[src/rtl/stack_cmd_ctrl.sv]
// ============================================================================
// Module   : stack_cmd_ctrl
// Desc     : Valid/ready command front-end for a WIDTH x DEPTH stack. Turns
//            PUSH/POP/PEEK commands into one-cycle stack strobes and returns
//            data plus an error flag. Optional macro STACK_CMD_CTRL_COUNT_EN
//            adds an occupancy counter that drives the full/empty decisions.
// Revision : 1.0 - initial release
// ============================================================================
`default_nettype none

module stack_cmd_ctrl #(
    parameter int WIDTH = 16,
    parameter int DEPTH = 8
) (
    input  logic                     clk,
    input  logic                     reset,
    input  logic                     cmd_valid,
    output logic                     cmd_ready,
    input  logic [1:0]               cmd_op,
    input  logic [WIDTH-1:0]         cmd_data,
    output logic                     rsp_valid,
    input  logic                     rsp_ready,
    output logic [WIDTH-1:0]         rsp_data,
    output logic                     rsp_err,
    output logic                     stk_push,
    output logic                     stk_pop,
    output logic [WIDTH-1:0]         stk_value_in,
    input  logic [WIDTH-1:0]         stk_value_out,
    input  logic                     stk_full,
    input  logic                     stk_empty
`ifdef STACK_CMD_CTRL_COUNT_EN
    ,
    output logic [$clog2(DEPTH):0]   occupancy
`endif
);

    localparam logic [1:0] OP_PUSH = 2'b00;
    localparam logic [1:0] OP_POP  = 2'b01;
    localparam logic [1:0] OP_PEEK = 2'b10;

    typedef enum logic [1:0] {
        S_IDLE  = 2'd0,
        S_ISSUE = 2'd1,
        S_RESP  = 2'd2
    } state_t;

    state_t             state_q;
    logic               cmd_ready_q;
    logic               rsp_valid_q;
    logic               rsp_err_q;
    logic [WIDTH-1:0]   rsp_data_q;
    logic [1:0]         op_q;
    logic [WIDTH-1:0]   data_q;

    logic               full_w;
    logic               empty_w;
    logic               flag_err_w;
    logic               in_issue_w;
    logic               do_push_w;
    logic               do_pop_w;
    logic               do_peek_w;

`ifdef STACK_CMD_CTRL_COUNT_EN
    localparam int CW = $clog2(DEPTH) + 1;
    localparam logic [CW-1:0] DEPTH_C = CW'(DEPTH);

    logic [CW-1:0] occ_q;

    // Counter is authoritative; disagreement with the stack flags is an error.
    assign full_w     = (occ_q == DEPTH_C);
    assign empty_w    = (occ_q == '0);
    assign flag_err_w = (full_w != stk_full) || (empty_w != stk_empty);
    assign occupancy  = occ_q;
`else
    assign full_w     = stk_full;
    assign empty_w    = stk_empty;
    assign flag_err_w = 1'b0;
`endif

    // Strobes depend on flags sampled during ISSUE, so they cannot be registered.
    assign in_issue_w = (state_q == S_ISSUE) && !flag_err_w;
    assign do_push_w  = in_issue_w && (op_q == OP_PUSH) && !full_w;
    assign do_pop_w   = in_issue_w && (op_q == OP_POP)  && !empty_w;
    assign do_peek_w  = in_issue_w && (op_q == OP_PEEK) && !empty_w;

    assign stk_push     = do_push_w;
    assign stk_pop      = do_pop_w;
    assign stk_value_in = do_push_w ? data_q : '0;

    assign cmd_ready = cmd_ready_q;
    assign rsp_valid = rsp_valid_q;
    assign rsp_err   = rsp_err_q;
    assign rsp_data  = rsp_data_q;

    always_ff @(posedge clk or negedge reset) begin
        if (!reset) begin
            state_q     <= S_IDLE;
            cmd_ready_q <= 1'b0;
            rsp_valid_q <= 1'b0;
            rsp_err_q   <= 1'b0;
            rsp_data_q  <= '0;
            op_q        <= 2'b00;
            data_q      <= '0;
        end else begin
            case (state_q)
                S_IDLE: begin
                    cmd_ready_q <= 1'b1;
                    if (cmd_valid && cmd_ready_q) begin
                        op_q        <= cmd_op;
                        data_q      <= cmd_data;
                        cmd_ready_q <= 1'b0;
                        state_q     <= S_ISSUE;
                    end
                end
                S_ISSUE: begin
                    state_q     <= S_RESP;
                    rsp_valid_q <= 1'b1;
                    if (do_push_w) begin
                        rsp_data_q <= data_q;
                        rsp_err_q  <= 1'b0;
                    end else if (do_pop_w || do_peek_w) begin
                        rsp_data_q <= stk_value_out;
                        rsp_err_q  <= 1'b0;
                    end else begin
                        rsp_data_q <= '0;
                        rsp_err_q  <= 1'b1;
                    end
                end
                S_RESP: begin
                    if (rsp_ready) begin
                        rsp_valid_q <= 1'b0;
                        cmd_ready_q <= 1'b1;
                        state_q     <= S_IDLE;
                    end
                end
                default: begin
                    state_q     <= S_IDLE;
                    cmd_ready_q <= 1'b0;
                    rsp_valid_q <= 1'b0;
                end
            endcase
        end
    end

`ifdef STACK_CMD_CTRL_COUNT_EN
    always_ff @(posedge clk or negedge reset) begin
        if (!reset) begin
            occ_q <= '0;
        end else if (do_push_w) begin
            occ_q <= occ_q + 1'b1;
        end else if (do_pop_w) begin
            occ_q <= occ_q - 1'b1;
        end
    end
`endif

endmodule

`default_nettype wire

[config.mk]
export PLATFORM = sky130hd
export DESIGN_NAME = stack_cmd_ctrl
export DESIGN_NICKNAME = d
export VERILOG_FILES = /design/src/rtl/stack_cmd_ctrl.sv
export SDC_FILE = /design/constraint.sdc
export NUM_CORES = 1
export LEC_CHECK = 0
export CAP_MARGIN = 5
export CELL_PAD_IN_SITES_DETAIL_PLACEMENT = 1
export CELL_PAD_IN_SITES_GLOBAL_PLACEMENT = 1
export CORE_ASPECT_RATIO = 0.75
export CORE_MARGIN = 3
export CORE_UTILIZATION = 32
export DETAILED_ROUTE_END_ITERATION = 10
export PLACE_DENSITY = 0.85
export SLEW_MARGIN = 20
export SYNTH_ARGS = -nofsm -noshare
export SYNTH_HDL_FRONTEND = slang
export SYNTH_SLANG_ARGS = --single-unit
[constraint.sdc]
create_clock -name clk -period 1.65 [get_ports clk]
set_input_delay 0.2475 -clock clk [delete_from_list [all_inputs] [get_ports clk]]
set_output_delay 0.2475 -clock clk [all_outputs]
set_load 0.03 [all_outputs]
# Yosys cells after proc, flatten, opt, wreduce, memory -nomap -nowiden
# Cells that the tools add are included.
# word_totals
register_bits	39
latch_bits	0
ramBits	0
mem_bits_ro	0
inputBits	40
output_inout_bits	37
wordCells	44
memories	0
# classes
addsub	0
multipliers	0
n_div	0
order_cmp	0
n_eq_ne	6
n_shift	0
n_mux	13
bitwise_logic	2
n_reduce_logical	16
# ops
cell	count
2-to-1 mux 16 bit	3
AND reduction 2 bit	4
logical AND 1 bit	7
case mux 1 bit (3 select lines)	2
case mux 2 bit (3 select lines)	1
2-to-1 mux 1 bit	5
equality test 2 x 1 -> 1 bit, second input constant	2
equality test 2 bit, second input constant	2
zero test 2 bit	2
2-to-1 mux 2 bit	2
inequality test 2 bit, second input constant	2
zero test 1 bit	2
NOT 1 bit	2
logical OR 1 bit	1

# Depth between registers and ports, before layout
# logic_depth
ltp_word	6
ltp_mapped	5

# Least setup slack after synthesis
# OpenSTA, ideal clock, no wires.
# synth_timing
path_kind	register to output
from	register state_q[1]
to	output stk_pop
t_arrival_ns	1.938
required_ns	1.402
setup_slack_ns	-0.535
path_stages_with_launch	5
n_path_buf	2
path_cell_list	dfrtp_1 > nand2b_2 > buf_6 > buf_6 > nor4b_1
# synth_via
elab_chain_len	3
# synth_lines
item	line_no	rtl
start: declaration	47	state_t state_q;
start signal: assignment	97	state_q <= S_IDLE;
start signal: assignment	112	state_q <= S_ISSUE;
start signal: assignment	116	state_q <= S_RESP;
equality test 2 x 1 -> 1 bit	81	assign in_issue_w = (state_q == S_ISSUE) && !flag_err_w;
logical AND 1 bit (2 in series)	83	assign do_pop_w = in_issue_w && (op_q == OP_POP) && !empty_w;
end: declaration	26	output logic stk_pop,
# Every way passes these cells.

# Final worst setup path
# layout_timing
from	register op_q[1]
to	output stk_value_in[13]
# layout_via
elab_chain_len	4
# layout_lines
item	line_no	rtl
start: declaration	52	logic [1:0] op_q;
start signal: assignment	109	op_q <= cmd_op;
zero test 2 bit	82	assign do_push_w = in_issue_w && (op_q == OP_PUSH) && !full_w;
logical AND 1 bit (2 in series)	82	
2-to-1 mux 16 bit	88	assign stk_value_in = do_push_w ? data_q : '0;
end: declaration	27	output logic [WIDTH-1:0] stk_value_in,
# Every way passes these cells.

==> impl_metrics.json <==
{
  "synthTopCellsByArea": "dfrtp_1 56%, mux2_2 12%, and2_1 7.2%",
  "die_x_um": 91.1,
  "start_util_pct": 34.3,
  "timing.fmax_ghz": 0.534,
  "cap_violations": 0,
  "fin_crit_sh_pct": 113,
  "maxSlewViolCount": 0,
  "clk_latency_ps": 280,
  "rsz0062_at_grt": "true",
  "path_clk_slew_ps": 70,
  "ys_seq_area_share_pct": 56.1,
  "rows": 22,
  "die_y_um": 69.8,
  "layout.nets": 270,
  "worst_slew_pin_slew_ps": 349,
  "synthCells": 131,
  "hold-worst-slack_ps": 416,
  "ys_types": 23,
  "cts_inserted_buffers": 5,
  "final_antenna_net_count": 0,
  "seqCellArea_um2": 977,
  "min_path_type": "input port to asynchronous set/reset pin",
  "setup_viol_count_final": 17,
  "vias": 1476,
  "cts_buffer_depth": 2,
  "grt_pass1_wl_um": 8840,
  "drc": 0,
  "grt_pass1_vias": 1658,
  "outcome": "finished with violations",
  "cp_max_fo": 13,
  "final_layout_size_suffix_gt1_share_pct": 41.9,
  "ff2ff_path_depth": 7,
  "worstSetupStartpointType": "register",
  "wl_per_cell_um": 18.6,
  "overflow": 0,
  "p_per_area_nw_per_um2": 1590,
  "diodes": 0,
  "hold_violations": 0,
  "path_class": "register to output pin",
  "syn_to_final_growth_pct": 68.0,
  "skew_ps": 3.14,
  "r2r-start": "state_q[0]",
  "htreeDepth": 2,
  "ir_drop_uv": 621,
  "ys_warn_count": 0,
  "port_buffers": 76,
  "slew_headroom_pct": 76.7,
  "coreArea_um2": 5060,
  "cts_tree": "built",
  "multi_input_area_um2": 754,
  "layout_setup_ws_ps": -223,
  "gp_congestion": 0.781,
  "vias_per_cell": 4.90,
  "antenna_found_initial": 0,
  "p_comb_share_pct": 49.5,
  "cp-end-kind": "output pin",
  "synth-seq-cells": 39,
  "dpl.hpwl_um": 3810,
  "p_clk_share_pct": 12.9,
  "crit_required_ps": 1400,
  "routed_wl_um": 5600,
  "io-pin-count": 77,
  "p_sw_uw": 1740,
  "p_seq_share_pct": 37.6,
  "clock-root-buffer": "clkbuf_8",
  "r2r_setup_slack_ps": 50,
  "cts.sinks": 39,
  "grt_max_degree": 27,
  "p_int_uw": 2900,
  "fin_crit_ps": 1870,
  "switching_share_pct": 37.4,
  "yosys.area.top_type": "dfrtp_1",
  "violations": "negative setup slack",
  "first_iter_violations": 34,
  "dp_slack_ps": -168,
  "avgSynthCellArea_um2": 13.3,
  "synth.top_cell.area_share_pct": 56.1,
  "syn_area_um2": 1740,
  "fill_cells": 533,
  "first_pass_iters": 4,
  "dieArea_um2": 6360,
  "grtUsageTotal_pct": 17.5,
  "finalCoreUtilization_pct": 57.7,
  "p_leak_uw": 0.00130,
  "r2r-end": "rsp_data[14]",
  "synth_nets": 171,
  "crit_arrival_ps": 1630
}
==> kinds of logic (layout without fill, tap and decap cells) <==
| family | Yosys count | after routing | share of synthesized area, % |
|---|---|---|---|
| DFF | 39 | 39 | 56.1 |
| and+or+nand+nor | 44 | 44 | 16.7 |
| AOI/OAI and AO/OA | 20 | 20 | 11.5 |
| buffers and inverters | 9 | 107 | 3.52 |
| muxes | 18 | 18 | 11.7 |
| xor gates and xnor gates | 1 | 1 | 0.504 |
==> metrics by stage <==
step / power (µW) / std cells / instance area (µm²) / setup TNS, ps
3_5_place_dp: 3930 / 286 / 2660 / -2480
3_3_place_gp: 3850 / 286 / 2660 / -1910
6_report: 4640 / 301 / 2920 / -3320
2_1_floorplan: 3020 / 131 / 1780 / 0
5_1_grt: 4920 / 301 / 2920 / -4390
4_1_cts: 4600 / 294 / 2820 / -3190
==> routing by layer <==
metal | vias to the layer above | track usage (%) | share of wire [%]
met4 | 0 | 4.18 | 1.1
met3 | 7 | 4.77 | 5.7
met2 | 63 | 28.0 | 46
li1 | 664 | - | -
met5 | - | 0 | 0
met1 | 742 | 23.7 | 47
==> layout make-up <==
type,instances,share of cell area [%]
timing repair buffer,100,35.0
multi-input combinational,83,25.8
clock buffer,6,2.48
inverter,1,0.128
tap,72,3.08
sequential,39,33.4
==> how the worst max path moves through the flow <==
| stage | end | slack, ps | start |
|---|---|---|---|
| 3_5_place_dp | stk_value_in[15] | -170 | stk_full |
| 4_1_cts | stk_value_in[15] | -210 | op_q[1] |
| 2_1_floorplan | stk_value_in[0] | 40 | state_q[1] |
| 6_report | stk_value_in[13] | -220 | op_q[1] |
| 3_3_place_gp | stk_value_in[15] | -130 | stk_full |
| 5_1_grt | stk_value_in[6] | -280 | op_q[1] |
==> state kept, by name, summed over array words and instances, names as in the netlist <==
name,count
rsp_err,1
rsp_valid,1
state_q,2
op_q,2
cmd_ready,1
rsp_data,16
data_q,16
==> worst max-delay path: stages, from the launching register on <==
cell and delay [ps]:
dfrtp_2 460, nor4_4 280, buf_6 170, buf_12 140, and2_2 160, buf_6 130
==> power groups by stage <==
| stage | logic (µW) | clock network (µW) | registers [µW] |
|---|---|---|---|
| floorplan | 951 | 0 | 2070 |
| global placement | 2110 | 0 | 1740 |
| detailed placement | 2190 | 0 | 1750 |
| CTS | 2240 | 620 | 1740 |
| global route | 2450 | 658 | 1820 |
| finish | 2290 | 598 | 1750 |
==> what timing repair did <==
item,CTS,global route
endpoints found under the hold margin,13,0
setup endpoints to repair,18,20
gates resized for setup,19,12
hold buffers,1,0
pin swaps,0,5
gates cloned,0,2
buffers inserted,1,5
==> cell usage after synthesis <==
cell      instances
nand2_1           3
buf_6             3
o21bai_1          1
o21ai_0           1
nor4_4            1
nor2b_1           1
and2_1           20
buf_2             4
a221o_2           9
nor4b_1           1
nor3_1            2
nand2b_2          1
nor2_1            2
a221oi_1          1
inv_1             1
o21a_1            1
a221o_1           7
dfrtp_1          39
xnor2_1           1
mux2_2           18
nor3_4            1
clkbuf_1          1
and2_0           12
==> layout by cell type, fill, tap and decap left out, types with 2 or more instances in the layout <==
cell type / n
clkdlybuf4s50_1: 55
dfrtp_1: 38
buf_6: 20
mux2_2: 18
buf_4: 17
and2_0: 12
and2_2: 10
a221o_2: 9
a221o_1: 7
and2_4: 6
clkbuf_8: 5
and2_1: 4
nand2_1: 3
nor2_1: 2
dlymetal6s2s_1: 2
buf_12: 2
No activity file was read; power rests on OpenSTA's default activity.
